===== config.mk =====
export PLATFORM = sky130hd
export DESIGN_NAME = jam_search_flat
export DESIGN_NICKNAME = d
export VERILOG_FILES = /design/src/rtl/jam_pkg.sv /design/src/rtl/jam_search_if.sv /design/src/rtl/jam_perm_next.sv /design/src/rtl/jam_search.sv /design/src/flat_wrapper.sv
export SDC_FILE = /design/constraint.sdc
export NUM_CORES = 1
export LEC_CHECK = 0
export BUFFER_PORTS_ARGS = -buffer_cell sky130_fd_sc_hd__buf_4
export CAP_MARGIN = 20
export CORE_MARGIN = 10
export CORE_UTILIZATION = 60
export CTS_CLUSTER_DIAMETER = 40
export CTS_CLUSTER_SIZE = 40
export DETAILED_ROUTE_END_ITERATION = 6
export PLACE_DENSITY = 0.75
export SYNTH_ARGS = -nofsm -noshare
export SYNTH_HDL_FRONTEND = slang
export SYNTH_HIERARCHICAL = 1
export SYNTH_SLANG_ARGS = --single-unit

===== constraint.sdc =====
create_clock -name CLK -period 7.03 [get_ports CLK]
set_input_delay 1.406 -clock CLK [delete_from_list [all_inputs] [get_ports CLK]]
set_output_delay 1.406 -clock CLK [all_outputs]
set_load 0.02 [all_outputs]

===== src/rtl/jam_pkg.sv =====
// rtl/jam_pkg.sv - shared FSM states, mode encodings and width helper for jam_search
package jam_pkg;

  typedef enum logic [2:0] {IDLE, ACC, CMP, FIND, SWAP, REV, DONE} jam_state_e;

  localparam logic MODE_MIN = 1'b0;
  localparam logic MODE_MAX = 1'b1;

  // Wide enough that N entries of all-ones cost can never wrap.
  function automatic int sum_width(input int n, input int cw);
    return cw + $clog2(n) + 1;
  endfunction

endpackage


===== src/rtl/jam_search_if.sv =====
// rtl/jam_search_if.sv - cost-table read bus: registered W/J out, combinational Cost back
interface jam_search_if #(
  parameter int N  = 8,
  parameter int CW = 7
);
  localparam int IW = $clog2(N);

  logic [IW-1:0] W;
  logic [IW-1:0] J;
  logic [CW-1:0] Cost;

  modport master (output W, output J, input Cost);
  modport slave  (input W, input J, output Cost);
endinterface


===== src/rtl/jam_perm_next.sv =====
// rtl/jam_perm_next.sv - permutation register and lexicographic next-permutation sequencer
module jam_perm_next
  import jam_pkg::*;
#(
  parameter int N = 8,
  localparam int IW = $clog2(N)
) (
  input  logic                 clk,
  input  logic                 rst_n,
  input  logic                 init_i,
  input  logic                 step_i,
  output logic [N-1:0][IW-1:0] perm_o,
  output logic                 done_o,
  output logic                 last_o
);
  localparam logic [IW-1:0] LAST_IDX = IW'(N - 1);
  localparam logic [IW-1:0] ONE      = IW'(1);

  jam_state_e           state_q;
  logic [N-1:0][IW-1:0] perm_q;
  logic [IW-1:0]        i_q, j_q, sel_q, f_q, b_q;
  logic                 have_q;

  always_comb begin
    last_o = 1'b1;
    for (int k = 0; k < N - 1; k++)
      if (perm_q[k] < perm_q[k+1]) last_o = 1'b0;
  end

  assign perm_o = perm_q;
  assign done_o = (state_q == REV) && (f_q >= b_q);

  always_ff @(posedge clk or negedge rst_n) begin
    if (!rst_n) begin
      state_q <= IDLE;
      for (int k = 0; k < N; k++) perm_q[k] <= IW'(k);
      i_q     <= '0;
      j_q     <= '0;
      sel_q   <= '0;
      f_q     <= '0;
      b_q     <= '0;
      have_q  <= 1'b0;
    end else if (init_i) begin
      state_q <= IDLE;
      for (int k = 0; k < N; k++) perm_q[k] <= IW'(k);
    end else begin
      case (state_q)
        IDLE: if (step_i) begin
          i_q     <= IW'(N - 2);
          state_q <= FIND;
        end
        // Caller never steps from the last permutation, so a pivot always exists.
        FIND: if (perm_q[i_q] < perm_q[i_q + ONE]) begin
          j_q     <= LAST_IDX;
          have_q  <= 1'b0;
          state_q <= SWAP;
        end else begin
          i_q <= i_q - ONE;
        end
        SWAP: if (j_q == i_q) begin
          perm_q[i_q]   <= perm_q[sel_q];
          perm_q[sel_q] <= perm_q[i_q];
          f_q     <= i_q + ONE;
          b_q     <= LAST_IDX;
          state_q <= REV;
        end else begin
          if ((perm_q[j_q] > perm_q[i_q]) && (!have_q || (perm_q[j_q] < perm_q[sel_q]))) begin
            sel_q  <= j_q;
            have_q <= 1'b1;
          end
          j_q <= j_q - ONE;
        end
        REV: if (f_q < b_q) begin
          perm_q[f_q] <= perm_q[b_q];
          perm_q[b_q] <= perm_q[f_q];
          f_q <= f_q + ONE;
          b_q <= b_q - ONE;
        end else begin
          state_q <= IDLE;
        end
        default: state_q <= IDLE;
      endcase
    end
  end

endmodule


===== src/rtl/jam_search.sv =====
// rtl/jam_search.sv - exhaustive job-assignment search; define JAM_BEST_PERM_EN to add best_perm
module jam_search
  import jam_pkg::*;
#(
  parameter int N  = 8,
  parameter int CW = 7,
  parameter int MW = 16,
  localparam int IW = $clog2(N),
  localparam int SW = sum_width(N, CW)
) (
  input  logic            CLK,
  input  logic            RST_N,
  input  logic            start,
  input  logic            mode,
  jam_search_if.master    cost_bus,
  output logic [MW-1:0]   MatchCount,
  output logic [SW-1:0]   BestCost,
  output logic            Valid
`ifdef JAM_BEST_PERM_EN
  ,
  output logic [N*IW-1:0] best_perm
`endif
);
  localparam logic [3:0] LAST_CYC = 4'(N);
  localparam logic [3:0] LAST_W   = 4'(N - 1);

  jam_state_e           state_q;
  logic                 mode_q;
  logic [3:0]           cnt_q;
  logic [IW-1:0]        w_q, j_q;
  logic [CW-1:0]        cost_q;
  logic [SW-1:0]        sum_q, best_q;
  logic [MW-1:0]        match_q;
  logic                 valid_q;
  logic                 init, step, perm_done, perm_last, better, tie;
  logic [N-1:0][IW-1:0] perm;

  assign init   = start && ((state_q == IDLE) || (state_q == DONE));
  assign step   = (state_q == CMP) && !perm_last;
  assign better = (mode_q == MODE_MAX) ? (sum_q > best_q) : (sum_q < best_q);
  assign tie    = (sum_q == best_q);

  jam_perm_next #(.N(N)) u_perm (
    .clk    (CLK),
    .rst_n  (RST_N),
    .init_i (init),
    .step_i (step),
    .perm_o (perm),
    .done_o (perm_done),
    .last_o (perm_last)
  );

  always_ff @(posedge CLK or negedge RST_N) begin
    if (!RST_N) begin
      state_q <= IDLE;
      mode_q  <= MODE_MIN;
      cnt_q   <= '0;
      w_q     <= '0;
      j_q     <= '0;
      cost_q  <= '0;
      sum_q   <= '0;
      best_q  <= '0;
      match_q <= '0;
      valid_q <= 1'b0;
    end else begin
      case (state_q)
        IDLE, DONE: if (start) begin
          mode_q  <= mode;
          best_q  <= (mode == MODE_MAX) ? '0 : '1;
          match_q <= '0;
          valid_q <= 1'b0;
          w_q     <= '0;
          j_q     <= '0;
          cnt_q   <= '0;
          sum_q   <= '0;
          state_q <= ACC;
        end
        // Cost is registered before the add; cycle 0 has nothing to add, cycle N adds the last entry.
        ACC: begin
          cost_q <= cost_bus.Cost;
          if (cnt_q != 4'd0) sum_q <= sum_q + SW'(cost_q);
          if (cnt_q < LAST_W) begin
            w_q <= w_q + IW'(1);
            j_q <= perm[w_q + IW'(1)];
          end
          if (cnt_q == LAST_CYC) state_q <= CMP;
          cnt_q <= cnt_q + 4'd1;
        end
        CMP: begin
          if (better) begin
            best_q  <= sum_q;
            match_q <= MW'(1);
          end else if (tie && (match_q != '1)) begin
            match_q <= match_q + MW'(1);
          end
          if (perm_last) begin
            valid_q <= 1'b1;
            state_q <= DONE;
          end else begin
            state_q <= FIND;
          end
        end
        FIND: if (perm_done) begin
          w_q     <= '0;
          j_q     <= perm[0];
          cnt_q   <= '0;
          sum_q   <= '0;
          state_q <= ACC;
        end
        default: state_q <= IDLE;
      endcase
    end
  end

`ifdef JAM_BEST_PERM_EN
  logic [N-1:0][IW-1:0] best_perm_q;

  always_ff @(posedge CLK or negedge RST_N) begin
    if (!RST_N) begin
      for (int k = 0; k < N; k++) best_perm_q[k] <= IW'(k);
    end else if (init) begin
      for (int k = 0; k < N; k++) best_perm_q[k] <= IW'(k);
    end else if ((state_q == CMP) && better) begin
      best_perm_q <= perm;
    end
  end

  assign best_perm = best_perm_q;
`endif

  assign cost_bus.W = w_q;
  assign cost_bus.J = j_q;
  assign MatchCount = match_q;
  assign BestCost   = best_q;
  assign Valid      = valid_q;

endmodule


===== src/flat_wrapper.sv =====
// flat-port wrapper written by rule: the top's interface ports become plain ports
module jam_search_flat import jam_pkg::*;
#(
  parameter int N  = 8,
  parameter int CW = 7,
  parameter int MW = 16,
  localparam int IW = $clog2(N),
  localparam int SW = sum_width(N, CW)
)
  (CLK, RST_N, start, mode, MatchCount, BestCost, Valid, cost_bus_W, cost_bus_J, cost_bus_Cost);
  jam_search_if #(.N(N), .CW(CW)) cost_bus_i ();
  input  logic CLK;
  input  logic RST_N;
  input  logic start;
  input  logic mode;
  output logic [MW-1:0] MatchCount;
  output logic [SW-1:0] BestCost;
  output logic Valid;
  output wire logic [$bits(cost_bus_i.W)-1:0] cost_bus_W;
  output wire logic [$bits(cost_bus_i.J)-1:0] cost_bus_J;
  input wire logic [$bits(cost_bus_i.Cost)-1:0] cost_bus_Cost;
  assign cost_bus_W = cost_bus_i.W;
  assign cost_bus_J = cost_bus_i.J;
  assign cost_bus_i.Cost = cost_bus_Cost;
  jam_search #(.N(N), .CW(CW), .MW(MW)) u_core (.CLK(CLK), .RST_N(RST_N), .start(start), .mode(mode), .cost_bus(cost_bus_i), .MatchCount(MatchCount), .BestCost(BestCost), .Valid(Valid));
endmodule

* Yosys cells after proc, flatten, opt, wreduce, memory -nomap -nowiden
Cells that the tools add are included.
Storage, ports and cells: register bits after elaboration 103, bits of input ports 11, output and inout port bits 34, logic and storage cells 221
Operators by class: $add $sub $neg 9, $lt $le $gt $ge 26, equality and inequality tests 31, multiplexer cells 90, bitwise operators 2, reduce and logical (&&, ||, !) cells 38
Operators by type and width (count):
- two-way mux 3 bit | 33
- bitwise mux 24 bit | 4
- two-way mux 24 bit | 3
- two-way mux 11 bit | 6
- binary-select mux 3 bit (select 3 bit) | 7
- two-way mux 16 bit | 3
- case mux 24 bit (2 select lines) | 1
- demux 3 bit (select 3 bit) | 4
- case mux 11 bit (3 select lines) | 1
- case mux 16 bit (2 select lines) | 1
- < comparator 3 bit | 10
- < comparator 3 x 4 -> 1 bit, second input constant | 7
- AND reduction 4 bit | 7
- case mux 3 bit (2 select lines) | 4
- case mux 3 bit (4 select lines) | 2
- case mux 11 bit (2 select lines) | 1
- case mux 3 bit (3 select lines) | 2
- AND reduction 3 bit | 6
- adder 16 x 1 -> 16 bit, second input constant | 1
- inequality test 16 bit, second input constant | 1
- inequality test 2 x 1 -> 1 bit, second input constant | 8
- two-way mux 1 bit | 13
- >= comparator 3 x 1 -> 1 bit, second input constant | 4
- inequality test 2 bit, second input constant | 6
- other kinds (31) | 61

* Depth between registers and ports, before layout
Gate-level depths: netlist of run 1.
word-level depth 13, depth in mapped cells 14, depth with buffers taken out 12

* Cells and area by module
Netlist of run 1, hierarchy kept.
Modules (own cells, without submodules):
- jam_perm_next | instances 1, cells each 620, area an instance 5057.4 um2, sequential area each 1091.0 um2
- jam_search | instances 1, cells each 394, area an instance 3707.3 um2, sequential area each 1501.4 um2

* Least setup slack after synthesis of run 1
OpenSTA, ideal clock, no wires.
path kind register to register, start point register u_core.u_perm.i_q[0], end point register u_core.u_perm.j_q[0], setup time 94 ps, arrival time 3142 ps, required time 6936 ps, slack 3794 ps, stages on the path, launching flop included 15, path buffers 3, period minus slack after synthesis 3236 ps, cells stage by stage dfrtp_1 buf_6 buf_2 inv_1 ha_1 buf_2 mux4_2 mux2i_1 ha_1 o21a_1 nor2_1 nand2_1 a21oi_1 nor2_1 a221oi_2
Between the ends: word-level cells in the longest chain between the ends 6, elaborated cells between the ends (all ways) 10, classes of those cells 1 x add/sub; 1 x order compare; 3 x eq/ne; 4 x mux; 1 x reduce/logical
RTL lines:
- from (decl) | RTL line jam_perm_next.sv:21 | logic [IW-1:0] i_q, j_q, sel_q, f_q, b_q;
- from (signal assigned) | RTL line jam_perm_next.sv:49 | i_q <= IW'(N - 2);
- from (signal assigned) | RTL line jam_perm_next.sv:58 | i_q <= i_q - ONE;
- adder 3 x 1 -> 3 bit | RTL line jam_perm_next.sv:53 | FIND: if (perm_q[i_q] < perm_q[i_q + ONE]) begin
- binary-select mux 3 bit (select 3 bit) | RTL line jam_perm_next.sv:53
- two-way mux 3 bit (implied by the code) | RTL line jam_perm_next.sv:53
- < comparator 3 bit | RTL line jam_perm_next.sv:53
- inequality test 2 bit (no source line)
- AND reduction 4 bit (no source line) (*)
- to (signal assigned) | RTL line jam_perm_next.sv:71 | j_q <= j_q - ONE;
- to (decl) | RTL line jam_perm_next.sv:21
Mark *: on every way between the ends. The rest lies on a longest branch, timed or not. The select of a mux whose other input is x is not followed. A chain may end at the register's enable or synchronous reset.

* Worst setup path in the final report of run 1
start point register u_core.u_perm.b_q[1], end point register u_core.sum_q[10]
Between the ends: word-level cells in the longest chain between the ends 4
RTL lines:
- from (decl) | RTL line jam_perm_next.sv:21
- from (signal assigned) | RTL line jam_perm_next.sv:77 | b_q <= b_q - ONE;
- >= comparator 3 bit | RTL line jam_perm_next.sv:31 | assign done_o = (state_q == REV) && (f_q >= b_q);
- logical AND 1 bit | RTL line jam_perm_next.sv:31
- net u_core.perm_done | RTL line jam_search.sv:35 | logic init, step, perm_done, perm_last, better, tie;
- inequality test 2 x 1 -> 1 bit (no source line)
- AND reduction 4 bit (no source line)
- to (signal assigned) | RTL line jam_search.sv:81 | if (cnt_q != 4'd0) sum_q <= sum_q + SW'(cost_q);
- to (decl) | RTL line jam_search.sv:32 | logic [SW-1:0] sum_q, best_q;
The timed path passes the listed nets, and every way through them passes these cells.

==> results.sh, run 1 <==
export IMPL_outcome="finished, violations left"
export IMPL_violations="design-rule violations"
export IMPL_cts_buffers=9
export IMPL_multi_input_area_um2=5660
export IMPL_ys_ff_latch=103
export IMPL_start_util_pct=60.8
export IMPL_synth_fp_nets=1077
export IMPL_worst_path_buf_inv=1
export IMPL_grt_setup_unrepaired="no"
export IMPL_finalClockSkew_ns=0.00657
export IMPL_layout_setup_ws_ns=3.35
export IMPL_worstMarginPinSlew_ns=1.02
export IMPL_synth_top_area_share_pct=26.0
export IMPL_synthTopCellsByArea="dfrtp_1 26%, ha_1 7.3%, nand2_1 4.5%"
export IMPL_hold_class="reg -> reg"
export IMPL_postCtsResizedCells=0
export IMPL_wirelength_um=27000
export IMPL_fin_nets=1073
export IMPL_grt_use_total_pct=26.6
export IMPL_arrival_ns=3.96
export IMPL_ios=45
export IMPL_crit_family="compound AO/OA/AOI/OAI gates"
export IMPL_min_period_ns=3.68
export IMPL_powerDensity_nw_per_um2=473
export IMPL_path_cells="inv_1 > ha_1 > a21boi_0 > o21ai_0 > a21oi_1 > nand2b_1 > a21oi_1 > o22ai_4 > nand3_1 > or4_1 > a21oi_1"
export IMPL_drv_cap=0
export IMPL_slew_headroom_pct=31.9
export IMPL_grt_pass1_wl_um=42800
export IMPL_core_area_um2=14400
export IMPL_synth_seq_area_share_pct=29.6
export IMPL_reg2regPathDepth=11
export IMPL_reg2reg_to="u_core/sum_q[10]"
export IMPL_period_share_pct=52.3
export IMPL_crit_path_start="u_core/u_perm/b_q[1]"
export IMPL_cp_start_kind="flop"
export IMPL_yosysWarnings=6
export IMPL_leakage_nw=4.09
export IMPL_path_depth=11
export IMPL_drive_gt1_share_pct=14.0
export IMPL_critPathRequiredTime_ns=7.31
export IMPL_portBuffers=44
export IMPL_fp_row_count=44
export IMPL_slowest_delay_ns=0.83
export IMPL_cts_root_buf="clkbuf_16"
export IMPL_register_area_um2=2590
export IMPL_crit_end="u_core/sum_q[10]"
export IMPL_path_class="reg -> reg"
export IMPL_die_area_um2=19800
export IMPL_fmax_mhz=272
export IMPL_die_y_um=141
export IMPL_r2r_slack_ns=3.35
export IMPL_cp_slowest_cell="dfrtp_1"
export IMPL_synth_distinct_cells=94
export IMPL_grt_pass1_vias=7986
export IMPL_htreeDepth=3
export IMPL_tns_ns=0
export IMPL_hold_ws_ns=0.487
export IMPL_final_fill_count=1285
export IMPL_areaGrowthSynthToFinish_pct=7.15
export IMPL_cts_sinks=103
export IMPL_async_flop_share_pct=100
export IMPL_grt_max_degree=72
export IMPL_hold_path_depth=2
export IMPL_path_clk_slew_ns=0.08
export IMPL_syn_inst=1014
export IMPL_viasPerCell=6.97
export IMPL_diodes=0
export IMPL_timing_rr_start="u_core/u_perm/b_q[1]"
export IMPL_synth_edf_count=0
export IMPL_clock_path_buffers=2
export IMPL_clock_latency_ns=0.36
export IMPL_die_w_um=141
export IMPL_ir_drop_mv=0.290
export IMPL_slew_viol_final=0
export IMPL_antenna_found_initial=0
export IMPL_first_pass_iters=7
export IMPL_num_vias=8352
export IMPL_postCtsSetupBuffers=0
export IMPL_drt_iter0_drc=1124
export IMPL_place_congestion=1.03
export IMPL_overflow=0
export IMPL_end_kind="flop"
export IMPL_synth_main_ff_cell="dfrtp_1"
export IMPL_dpl_hpwl_um=18600
export IMPL_drcViolationCount=2
export IMPL_synth_top_area_cell="dfrtp_1"
export IMPL_crit_path_max_fanout=20
export IMPL_drtAntennaViolNets=0
export IMPL_wl_per_cell_um=22.5
export IMPL_path_common_cell="a21oi_1"
export IMPL_cts_hold_fix_buffers=0
export IMPL_dp_worst_setup_slack_ns=3.16
export IMPL_avgSynthCellArea_um2=8.64
export IMPL_finalSetupViolCount=0
export IMPL_hold_viol=0
export IMPL_cts_tree="done"
export IMPL_syn_area_um2=8760
==> per-layer routing <==
| metal | vias up | GRT usage (%) | share of wire (%) | wire length, um |
|---|---|---|---|---|
| li1 | 3791 | - | - | - |
| met1 | 3945 | 32.6 | 39 | 10600 |
| met2 | 488 | 42.8 | 46 | 12400 |
| met3 | 128 | 5.24 | 9.2 | 2470 |
| met4 | 0 | 15.1 | 5.7 | 1540 |
| met5 | - | 0 | 0 | 0 |
==> synth_stat cells (all sizes together) (22+ instances only) <==
master and number:
a21oi 74, buf 30, clkbuf 36, dfrtp 91, ha 51, inv 57
mux2i 34, mux4 23, nand2 105, nand2b 22, nand3 35, nor2 69
nor3 32, o21ai 75
==> worst min path at each step <==
stage	endpoint	startpoint	slack [ns]
2_1_floorplan	u_core/cost_q[0]	u_core/cost_q[0]	0.45
3_3_place_gp	u_core/cost_q[3]	u_core/cost_q[3]	0.47
3_5_place_dp	u_core/cost_q[5]	u_core/cost_q[5]	0.47
4_1_cts	u_core/cost_q[5]	u_core/cost_q[5]	0.49
5_1_grt	u_core/cost_q[5]	u_core/cost_q[5]	0.51
6_report	u_core/cost_q[5]	u_core/cost_q[5]	0.49
==> state kept, by name, summed over array words and instances, names as in the netlist <==
register / cells
u_core/Valid: 1
u_core/u_perm/i_q: 3
u_core/cnt_q: 4
u_core/sum_q: 11
u_core/u_perm/perm_o: 24
u_core/state_q: 3
u_core/cost_q: 7
u_core/mode_q: 1
u_core/u_perm/f_q: 3
u_core/u_perm/j_q: 3
u_core/u_perm/b_q: 3
u_core/cost_bus.W: 3
u_core/MatchCount: 16
u_core/u_perm/state_q: 3
u_core/u_perm/have_q: 1
u_core/BestCost: 11
u_core/u_perm/sel_q: 3
u_core/cost_bus.J: 3
==> power by group <==
part           switching (W)  internal [W]  total, W
logic                0.00142       0.00108   0.00250
registers           0.000567      0.000826   0.00139
clock network       0.000258      0.000285  0.000542
==> area by class of cell <==
type / count / share of cell area (%)
Clock buffer: 9 / 2.40
Clock inverter: 7 / 0.973
Inverter: 57 / 2.28
Multi-Input combinational cell: 788 / 60.2
Sequential cell: 103 / 27.6
Tap cell: 184 / 2.45
Timing Repair Buffer: 51 / 4.08
==> layout by cell type, fill, tap and decap left out, types with 12 or more instances in the layout <==
cell type / instances
a31oi_1: 18
nand2b_1: 22
mux2i_1: 31
a211oi_1: 12
buf_4: 51
a2bb2oi_1: 13
nand3_1: 34
nor3_1: 30
nor2_1: 67
dfrtp_1: 91
nor2b_1: 12
nand2_1: 105
mux4_2: 17
o22ai_1: 13
a21oi_1: 71
ha_1: 51
o21ai_0: 68
inv_1: 55
dfstp_2: 12
==> cells by family after synthesis <==
| logic type | synth area share, % |
|---|---|
| AO/OA/AOI/OAI | 25.5 |
| XOR/XNOR | 1.30 |
| adder cells (fa/ha/maj) | 7.51 |
| buffers and inverters | 5.90 |
| flip-flops | 29.6 |
| multiplexers | 11.6 |
| AND/OR/NAND/NOR | 18.7 |
==> worst min-delay path, delay by kind of cell, from the launching register on <==
family	cells	cell delay [ns]
AND/OR/NAND/NOR	2	0.11
flip-flops	1	0.35
==> per-stage QoR <==
step / cell area (um^2) / util, % / power, W / cells
3_5_place_dp: 9070 / 62.9 / 0.00381 / 1183
2_1_floorplan: 8760 / - / 0.00304 / 1014
6_report: 9390 / 65.1 / 0.00444 / 1199
4_1_cts: 9390 / 65.1 / 0.00436 / 1199
3_3_place_gp: 9070 / 62.9 / 0.00376 / 1183
5_1_grt: 9390 / 65.1 / 0.00472 / 1199
Power figures use the tool's default switching activity.
==> run 2: changes to the inputs <==
--- a/config.mk
+++ b/config.mk
@@ -8,7 +8,7 @@
 export BUFFER_PORTS_ARGS = -buffer_cell sky130_fd_sc_hd__buf_4
 export CAP_MARGIN = 20
 export CORE_MARGIN = 10
-export CORE_UTILIZATION = 60
+export CORE_UTILIZATION = 57
 export CTS_CLUSTER_DIAMETER = 40
 export CTS_CLUSTER_SIZE = 40
 export DETAILED_ROUTE_END_ITERATION = 6
==> constraint.sdc (replaced) <==
create_clock -name CLK -period 3.3 [get_ports CLK]
set_input_delay 0.66 -clock CLK [delete_from_list [all_inputs] [get_ports CLK]]
set_output_delay 0.66 -clock CLK [all_outputs]
set_load 0.02 [all_outputs]
==> results.sh, run 2 (synthesized netlist as in run 1, its figures left out) <==
export IMPL_wl_per_cell_um=21.9
export IMPL_finalSetupViolCount=0
export IMPL_wirelength_um=27200
export IMPL_start_util_pct=57.9
export IMPL_path_class="reg -> reg"
export IMPL_arrival_ns=3.34
export IMPL_hold_viol=0
export IMPL_grt_setup_unrepaired="no"
export IMPL_final_fill_count=1318
export IMPL_final_cell_mix="105 x nand2_1, 91 x dfrtp_1, 88 x buf_4"
export IMPL_finalClockSkew_ns=0.00593
export IMPL_cts_tree="done"
export IMPL_first_pass_iters=7
export IMPL_drt_iter0_drc=868
export IMPL_clock_path_buffers=2
export IMPL_postCtsResizedCells=0
export IMPL_final_common_cell="nand2_1"
export IMPL_worst_path_buf_inv=1
export IMPL_r2r_slack_ns=0.23
export IMPL_period_share_pct=93.0
export IMPL_cts_hold_fix_buffers=0
export IMPL_die_y_um=144
export IMPL_portBuffers=44
export IMPL_viasPerCell=6.92
export IMPL_drv_cap=0
export IMPL_die_w_um=144
export IMPL_grt_pass1_wl_um=43200
export IMPL_ios=45
export IMPL_grt_pass1_vias=8059
export IMPL_areaGrowthSynthToFinish_pct=10.3
export IMPL_antenna_found_initial=0
export IMPL_critPathRequiredTime_ns=3.57
export IMPL_cp_start_kind="flop"
export IMPL_reg2reg_to="u_core/u_perm/j_q[0]"
export IMPL_drive_gt1_share_pct=17.0
export IMPL_drtAntennaViolNets=0
export IMPL_drcViolationCount=28
export IMPL_grt_util_met2_pct=42.8
export IMPL_slowest_delay_ns=0.52
export IMPL_slew_headroom_pct=49.7
export IMPL_fmax_mhz=326
export IMPL_met1_usage_pct=32.3
export IMPL_fp_row_count=45
export IMPL_num_vias=8598
export IMPL_htreeDepth=3
export IMPL_cts_sinks=103
export IMPL_hold_class="in -> async"
export IMPL_crit_family="multiplexers"
export IMPL_cts_buffers=9
export IMPL_crit_path_max_fanout=6
export IMPL_largest_reg_flops=24
export IMPL_dpl_hpwl_um=19700
export IMPL_min_period_ns=3.07
export IMPL_diodes=0
export IMPL_powerDensity_nw_per_um2=995
export IMPL_layout_setup_ws_ns=0.230
export IMPL_dp_worst_setup_slack_ns=0.272
export IMPL_grt_use_total_pct=26.2
export IMPL_slew_viol_final=0
export IMPL_tns_ns=0
export IMPL_clock_latency_ns=0.36
export IMPL_reg2regPathDepth=11
export IMPL_die_area_um2=20700
export IMPL_cts_root_buf="clkbuf_16"
export IMPL_path_clk_slew_ns=0.07
export IMPL_cp_slowest_cell="mux4_2"
export IMPL_place_congestion=1.01
export IMPL_violations="design-rule violations"
export IMPL_leakage_nw=4.26
export IMPL_postCtsSetupBuffers=0
export IMPL_path_cells="inv_1 > ha_1 > mux4_2 > mux2i_1 > ha_1 > o21a_1 > nor2_1 > nand2_1 > a21oi_1 > nor2_1 > a221oi_2"
export IMPL_timing_rr_start="u_core/u_perm/i_q[0]"
export IMPL_grt_max_degree=55
export IMPL_outcome="finished, violations left"
export IMPL_fin_nets=1112
export IMPL_grt_use_met3_pct=5.28
export IMPL_busiest_layer="met2"
export IMPL_overflow=0
export IMPL_ir_drop_mv=0.574
export IMPL_core_area_um2=15100
export IMPL_end_kind="flop"
export IMPL_worstMarginPinSlew_ns=0.754
==> run 2: cell count changes in the layout (fill, tap and decap cells not counted), sizes merged <==
cell      delta
buf         +39
clkbuf       +2
clkinv       -2
bufinv       -1
clkinvlp     +1
==> run 2: worst max-delay path by stage <==
stage,from,endpoint,depth (start not counted)
after global placement,u_core/u_perm/i_q[0],u_core/u_perm/j_q[0],11
after detailed placement,u_core/u_perm/i_q[0],u_core/u_perm/j_q[0],11
after global routing,u_core/u_perm/i_q[0],u_core/u_perm/j_q[0],11
final,u_core/u_perm/i_q[0],u_core/u_perm/j_q[0],11
after CTS,u_core/u_perm/i_q[0],u_core/u_perm/j_q[0],11
after floorplan,u_core/u_perm/i_q[0],u_core/u_perm/j_q[0],14
==> run 2: routing by layer <==
layer	wire [um]	up-vias	part of all wire (%)
li1	-	3877	-
met1	10700	4089	39
met2	12500	508	46
met3	2560	124	9.4
met4	1400	0	5.2
met5	0	-	0
==> run 2: area by class of cell <==
class                   instances  area (um^2)  area share (%)
multi-input cells             788         5660            58.5
flip-flops and latches        103         2590            26.8
repair buffers                 90          701            7.24
well taps                     188          235            2.43
clock buffers                  11          233            2.41
inverters                      57          214            2.21
clock inverters                 5         41.3           0.427
==> run 2: power by group <==
group | internal [W] | total [W] | switching, W
clock | 0.000521 | 0.00104 | 0.000524
combinational | 0.00252 | 0.00590 | 0.00338
sequential | 0.00177 | 0.00268 | 0.000915
total | 0.00481 | 0.00962 | 0.00481
==> run 2: per-stage QoR <==
stage / hold slack, ns / total power, W / area, um^2 / utilization (%) / instances
final: 0.342 / 0.00962 / 9670 / 63.9 / 1242
after global routing: 0.384 / 0.0102 / 9670 / 63.9 / 1242
after CTS: 0.363 / 0.00943 / 9670 / 63.9 / 1242
after detailed placement: 0.476 / 0.00835 / 9400 / 62.0 / 1226
after global placement: 0.474 / 0.00821 / 9400 / 62.0 / 1226
after floorplan: 0.364 / 0.00648 / 8760 / - / 1014
